==> src/rtl/alu_seq.sv <==
// ---------------------------------------------------------------------------
// alu_seq -- sequential ALU with valid/ready handshake on both sides.
//
// Single-cycle operations (ADD, SUB, CMP, AND, illegal opcodes) complete at
// the accept edge. MUL is an iterative shift-add multiplier that needs WIDTH
// cycles. The result stays held until the consumer takes it.
//
// Ports
//   clk        : clock, all state changes on its rising edge
//   rst_n      : asynchronous active-low reset
//   in_valid   : request present on op/A/B
//   in_ready   : block accepts a request this cycle
//   op         : 000 ADD, 001 SUB, 010 CMP, 011 AND, 100 MUL, others illegal
//   A, B       : unsigned operands, WIDTH bits
//   out_valid  : result fields valid
//   out_ready  : consumer takes the result
//   RESULT     : 2*WIDTH-bit result, zero-extended for narrow operations
//   carry      : ADD carry-out
//   borrow     : SUB borrow (A < B)
//   COMPARE    : {A>B, A==B, A<B}, one-hot for CMP, zero otherwise
//   err        : illegal opcode flag
// ---------------------------------------------------------------------------
module alu_seq #(
    parameter int WIDTH = 8
) (
    input  logic               clk,
    input  logic               rst_n,
    input  logic               in_valid,
    output logic               in_ready,
    input  logic [2:0]         op,
    input  logic [WIDTH-1:0]   A,
    input  logic [WIDTH-1:0]   B,
    output logic               out_valid,
    input  logic               out_ready,
    output logic [2*WIDTH-1:0] RESULT,
    output logic               carry,
    output logic               borrow,
    output logic [2:0]         COMPARE,
    output logic               err
);

    localparam int RW    = 2 * WIDTH;
    localparam int CNT_W = $clog2(WIDTH + 1);
    localparam logic [CNT_W-1:0] LAST_ITER = CNT_W'(WIDTH - 1);

    localparam logic [2:0] OP_ADD = 3'b000;
    localparam logic [2:0] OP_SUB = 3'b001;
    localparam logic [2:0] OP_CMP = 3'b010;
    localparam logic [2:0] OP_AND = 3'b011;
    localparam logic [2:0] OP_MUL = 3'b100;

    typedef enum logic [1:0] {
        S_IDLE = 2'd0,
        S_BUSY = 2'd1,
        S_DONE = 2'd2
    } state_t;

    state_t            state_q;
    // Holds in_ready low until the first clock edge after reset release.
    logic              ready_en_q;

    logic              out_valid_q;
    logic [RW-1:0]     result_q;
    logic              carry_q;
    logic              borrow_q;
    logic [2:0]        compare_q;
    logic              err_q;

    // Shift-add multiplier working registers.
    logic [RW-1:0]     mcand_q;
    logic [WIDTH-1:0]  mplier_q;
    logic [RW-1:0]     prod_q;
    logic [CNT_W-1:0]  cnt_q;

    // Single-cycle operation results, computed from the live inputs.
    logic [WIDTH:0]    sum_w;
    logic [WIDTH-1:0]  diff_w;
    logic [RW-1:0]     sc_result_d;
    logic              sc_carry_d;
    logic              sc_borrow_d;
    logic [2:0]        sc_compare_d;
    logic              sc_err_d;

    logic [RW-1:0]     partial_d;
    logic              accept;

    assign in_ready = ready_en_q &&
                      ((state_q == S_IDLE) || ((state_q == S_DONE) && out_ready));
    assign accept   = in_valid && in_ready;

    assign out_valid = out_valid_q;
    assign RESULT    = result_q;
    assign carry     = carry_q;
    assign borrow    = borrow_q;
    assign COMPARE   = compare_q;
    assign err       = err_q;

    always_comb begin
        sum_w        = {1'b0, A} + {1'b0, B};
        diff_w       = A - B;
        sc_result_d  = '0;
        sc_carry_d   = 1'b0;
        sc_borrow_d  = 1'b0;
        sc_compare_d = 3'b000;
        sc_err_d     = 1'b0;
        case (op)
            OP_ADD: begin
                sc_result_d = {{WIDTH{1'b0}}, sum_w[WIDTH-1:0]};
                sc_carry_d  = sum_w[WIDTH];
            end
            OP_SUB: begin
                sc_result_d = {{WIDTH{1'b0}}, diff_w};
                sc_borrow_d = (A < B);
            end
            OP_CMP: begin
                sc_compare_d = {(A > B), (A == B), (A < B)};
            end
            OP_AND: begin
                sc_result_d = {{WIDTH{1'b0}}, (A & B)};
            end
            OP_MUL: begin
                // Handled by the iterative path; nothing to compute here.
            end
            default: begin
                sc_err_d = 1'b1;
            end
        endcase
    end

    // One shift-add step: add the shifted multiplicand when the current
    // multiplier LSB is set. The full product never exceeds RW bits.
    assign partial_d = prod_q + (mplier_q[0] ? mcand_q : '0);

    always_ff @(posedge clk or negedge rst_n) begin
        if (!rst_n) begin
            state_q     <= S_IDLE;
            ready_en_q  <= 1'b0;
            out_valid_q <= 1'b0;
            result_q    <= '0;
            carry_q     <= 1'b0;
            borrow_q    <= 1'b0;
            compare_q   <= 3'b000;
            err_q       <= 1'b0;
            mcand_q     <= '0;
            mplier_q    <= '0;
            prod_q      <= '0;
            cnt_q       <= '0;
        end else begin
            ready_en_q <= 1'b1;
            if (accept) begin
                // Accept is possible from IDLE or from DONE with out_ready,
                // so a held result is handed off on this same edge.
                if (op == OP_MUL) begin
                    state_q     <= S_BUSY;
                    out_valid_q <= 1'b0;
                    mcand_q     <= {{WIDTH{1'b0}}, A};
                    mplier_q    <= B;
                    prod_q      <= '0;
                    cnt_q       <= '0;
                end else begin
                    state_q     <= S_DONE;
                    out_valid_q <= 1'b1;
                    result_q    <= sc_result_d;
                    carry_q     <= sc_carry_d;
                    borrow_q    <= sc_borrow_d;
                    compare_q   <= sc_compare_d;
                    err_q       <= sc_err_d;
                end
            end else begin
                case (state_q)
                    S_BUSY: begin
                        prod_q   <= partial_d;
                        mcand_q  <= mcand_q << 1;
                        mplier_q <= mplier_q >> 1;
                        cnt_q    <= cnt_q + 1'b1;
                        // The last step publishes the product directly so
                        // DONE is reached exactly WIDTH edges after accept.
                        if (cnt_q == LAST_ITER) begin
                            state_q     <= S_DONE;
                            out_valid_q <= 1'b1;
                            result_q    <= partial_d;
                            carry_q     <= 1'b0;
                            borrow_q    <= 1'b0;
                            compare_q   <= 3'b000;
                            err_q       <= 1'b0;
                        end
                    end
                    S_DONE: begin
                        if (out_ready) begin
                            state_q     <= S_IDLE;
                            out_valid_q <= 1'b0;
                        end
                    end
                    S_IDLE: begin
                    end
                    default: begin
                        state_q     <= S_IDLE;
                        out_valid_q <= 1'b0;
                    end
                endcase
            end
        end
    end

endmodule

==> config.mk <==
export PLATFORM = sky130hd
export DESIGN_NAME = alu_seq
export DESIGN_NICKNAME = d
export VERILOG_FILES = /design/src/rtl/alu_seq.sv
export SDC_FILE = /design/constraint.sdc
export NUM_CORES = 1
export LEC_CHECK = 0
export ABC_CLOCK_PERIOD_IN_PS = 2800
export BUFFER_PORTS_ARGS = -buffer_cell sky130_fd_sc_hd__buf_2
export CORE_MARGIN = 2
export CORE_UTILIZATION = 30
export CTS_CLUSTER_SIZE = 24
export DETAILED_ROUTE_END_ITERATION = 16
export PLACE_DENSITY_LB_ADDON = 0.05
export SYNTH_ARGS = -nofsm -noshare
export SYNTH_HDL_FRONTEND = slang
export SYNTH_SLANG_ARGS = --single-unit
==> constraint.sdc <==
create_clock -name clk -period 2.8 [get_ports clk]
set_input_delay 0.28 -clock clk [delete_from_list [all_inputs] [get_ports clk]]
set_output_delay 0.28 -clock clk [all_outputs]
set_load 0.005 [all_outputs]
==> results.md <==
- Largest net degree at the start of global routing: 70
- Leak: 2.525 nW
- RSZ-0062 raised after global routing: no
- Share of layout cells above drive strength 1: 15.13%
- Post-DP HPWL: 10360 µm
- Period minus WS final: 2.596 ns
- Nets: 629
- Slew Limit Headroom: 39.88%
- Top cell type's share of synthesized area: 37.14%
- Vias per inst: 5.123
- CTS Buffer Depth: 2
- Worst min path class: input port to asynchronous set/reset pin
- Placer Congestion: 0.8806
- CP max FO: 17
- Number of setup buffers added after CTS: 0
- Diodes inserted: 0
- Total track usage: 17.11%
- Mapped Area: 4649 µm²
- Mapped Cells: 529
- # setup viols final: 0
- Layout area overhead: 15.61%
- Final worst slack: 0.2039 ns
- DP Worst Slack: 0.1682 ns
- CTS Root Cell: clkbuf_16
- Syn nets: 588
- VDD IR max: 335.2 µV
- CP endpoint kind: register
- Sequential share of the synthesized area: 37.14%
- YS warnings: 0
- Cell Rows: 45
- Synth cell types: 66
- Final setup skew: 0.01107 ns
- First-pass GRT wire length: 21550 µm
- Vias in the first global route: 3778
- Max capacitance violation total: 0
- Final Power: 3.572 mW
- # DRC: 0
- Slew Viols, Final: 0
- Post-synth EDFFs: 0
- # resized after CTS: 0
- Critical path class: register to register
- Total wire length: 13590 µm
- Biggest area consumer among synthesized cells: dfrtp_1
- CTS Sinks: 69
- Final Hold Viols: 0
- Starting DRT DRC Count: 286
- Final antenna-violating net count: 0
- Starting Density: 30.70%
- Req. time, crit path: 3.04 ns
- Vias post-DR: 3909
- Worst EP arrival: 2.83 ns
- Initial antenna violation count: 0
- Hold slack: 0.06788 ns
- Pwr/cell area: 664.6 nW/µm²
- I/O pin total: 47
- Port bufs: 46
- #FFs+latches synth: 69
- Setup_tns: 0 ns
- Die height: 128.5 µm
- Die area: 16510 µm²
- Status: finished, final reports clean
- CTS tree: yes
- Htree depth: 3
- Asr flop ratio synth: 100.0%
- Post-synth top flop: dfrtp_1
- Area contributors post-synth: dfrtp_1, ha_1, nand2_1
- Worst-path clk slew: 0.06 ns
- Core footprint: 15150 µm²
- Slew @ Worst Pin: 0.9019 ns
- DR pass1 iterations: 4
- Synthesized area per cell: 8.789 µm²
- Critical path startpoint category: register
- Routed len/inst: 17.80 µm
- Fmax: 0.3852 GHz
- Cts hold-fix bufs: 0
- Die W: 128.5 µm
- Part of the cycle the worst path needs: 92.72%
- Num CTS Buffers: 9
- Clk_lat worst skew: 0.34 ns
- GRT Residual Overflow: 0
==> cells in the final DEF (no fill, tap or decap), drive strengths merged, types with 2 or more instances in the layout <==
master,count
nand3b,3
a21oi,19
a221o,2
a31oi,12
a32o,2
a22oi,4
nor2,26
xnor2,12
dfrtp,69
o21bai,3
and2,21
a22o,2
o211ai,3
a221oi,2
a21boi,2
a21o,9
nor3,6
a211oi,3
nand4,5
buf,56
o31ai,10
xor2,7
nor2b,5
ha,33
nand2,89
nor4,2
fa,3
nand3,11
o21a,3
mux2i,17
nand2b,8
inv,20
o21ai,61
o22ai,4
clkbuf,14
and3,6
==> synth_stat cells (3+ instances only) <==
cell,number
xnor2_1,12
a21o_1,9
mux2i_1,17
nand4_1,5
a22oi_1,4
nor3_1,5
o21bai_1,3
a31oi_1,12
o22ai_1,4
a21oi_1,17
and3_1,6
nor2_1,24
xor2_1,7
o21ai_1,4
clkbuf_1,15
a211oi_1,3
o21a_1,3
nand3_1,11
nand2b_1,8
nand2_1,89
o21ai_0,57
buf_2,10
fa_1,3
nand3b_1,3
and2_1,21
dfrtp_1,69
nor2b_1,4
ha_1,33
o31ai_1,8
inv_1,20
==> layer usage <==
| layer | global-route usage, % | part of all wire [%] |
|---|---|---|
| met5 | 0 | 0 |
| met4 | 4.348 | 0.82 |
| met3 | 3.576 | 3.8 |
| met2 | 24.62 | 43 |
| met1 | 25.99 | 53 |
==> area by class of cell <==
class	count	area, µm²
Fill cell	1545	9771
Multi-Input combinational cell	414	2739
Inverter	20	75.07
Clock buffer	14	274.0
Tap cell	188	235.2
Sequential cell	69	1728
Clock inverter	2	16.27
Timing Repair Buffer	56	307.8
==> final timing paths <==
check                             from     endpoint  slack, ns  depth (start not counted)
max                        mplier_q[0]   prod_q[14]       0.20                         10
min                              rst_n    RESULT[1]       0.07                          1
max reg2reg                mplier_q[0]   prod_q[14]       0.20                         10
min reg2reg                  RESULT[8]    RESULT[8]       0.47                          2
max in group asynchronous        rst_n  mplier_q[0]       2.08                          1
min in group clk                  B[7]  mplier_q[7]       0.22                          3
==> per-stage QoR <==
stage	std cells	cell area [µm²]	util [%]
3_3_place_gp	747	5084	33.56
2_1_floorplan	529	4649	-
4_1_cts	763	5374	35.48
5_1_grt	763	5375	35.49
3_5_place_dp	747	5084	33.56
6_report	763	5375	35.49
==> worst max-delay path: stages (launching register included) <==
cell     delay, ns
dfrtp_2       0.49
and2_1        0.20
ha_1          0.21
inv_1         0.08
fa_1          0.26
nor2b_4       0.07
o31ai_4       0.25
a21oi_2       0.13
a311o_1       0.38
and3_1        0.20
o31ai_1       0.24
==> registers in the layout (all words and copies together) (netlist names) <==
| signal | flops |
|---|---|
| RESULT | 16 |
| mcand_q | 16 |
| prod_q | 16 |
| mplier_q | 8 |
| cnt_q | 4 |
| COMPARE | 3 |
| state_q | 2 |
| borrow | 1 |
| carry | 1 |
| err | 1 |
| ready_en_q | 1 |
==> kinds of logic (layout without fill, tap and decap cells) <==
logic type               after synthesis  after routing  share of synthesized area, %
AND/OR/NAND/NOR                      189            189                         19.62
other                                  1              1                       0.08065
buffers and inverters                 46             92                         4.063
flip-flops                            69             69                         37.14
multiplexers                          18             18                         3.902
AO/OA/AOI/OAI                        151            151                         21.45
adder cells (fa/ha/maj)               36             36                         10.17
XOR/XNOR                              19             19                         3.579
==> power by group <==
part           total, mW  leakage [nW]  switching (mW)  internal [mW]
Sequential          1.45         0.922           0.199           1.25
Clock               1.12         0.139           0.448          0.675
Combinational      0.999          1.46           0.587          0.412
Total               3.57          2.53            1.23           2.34
(Power assumes the default switching activity.)
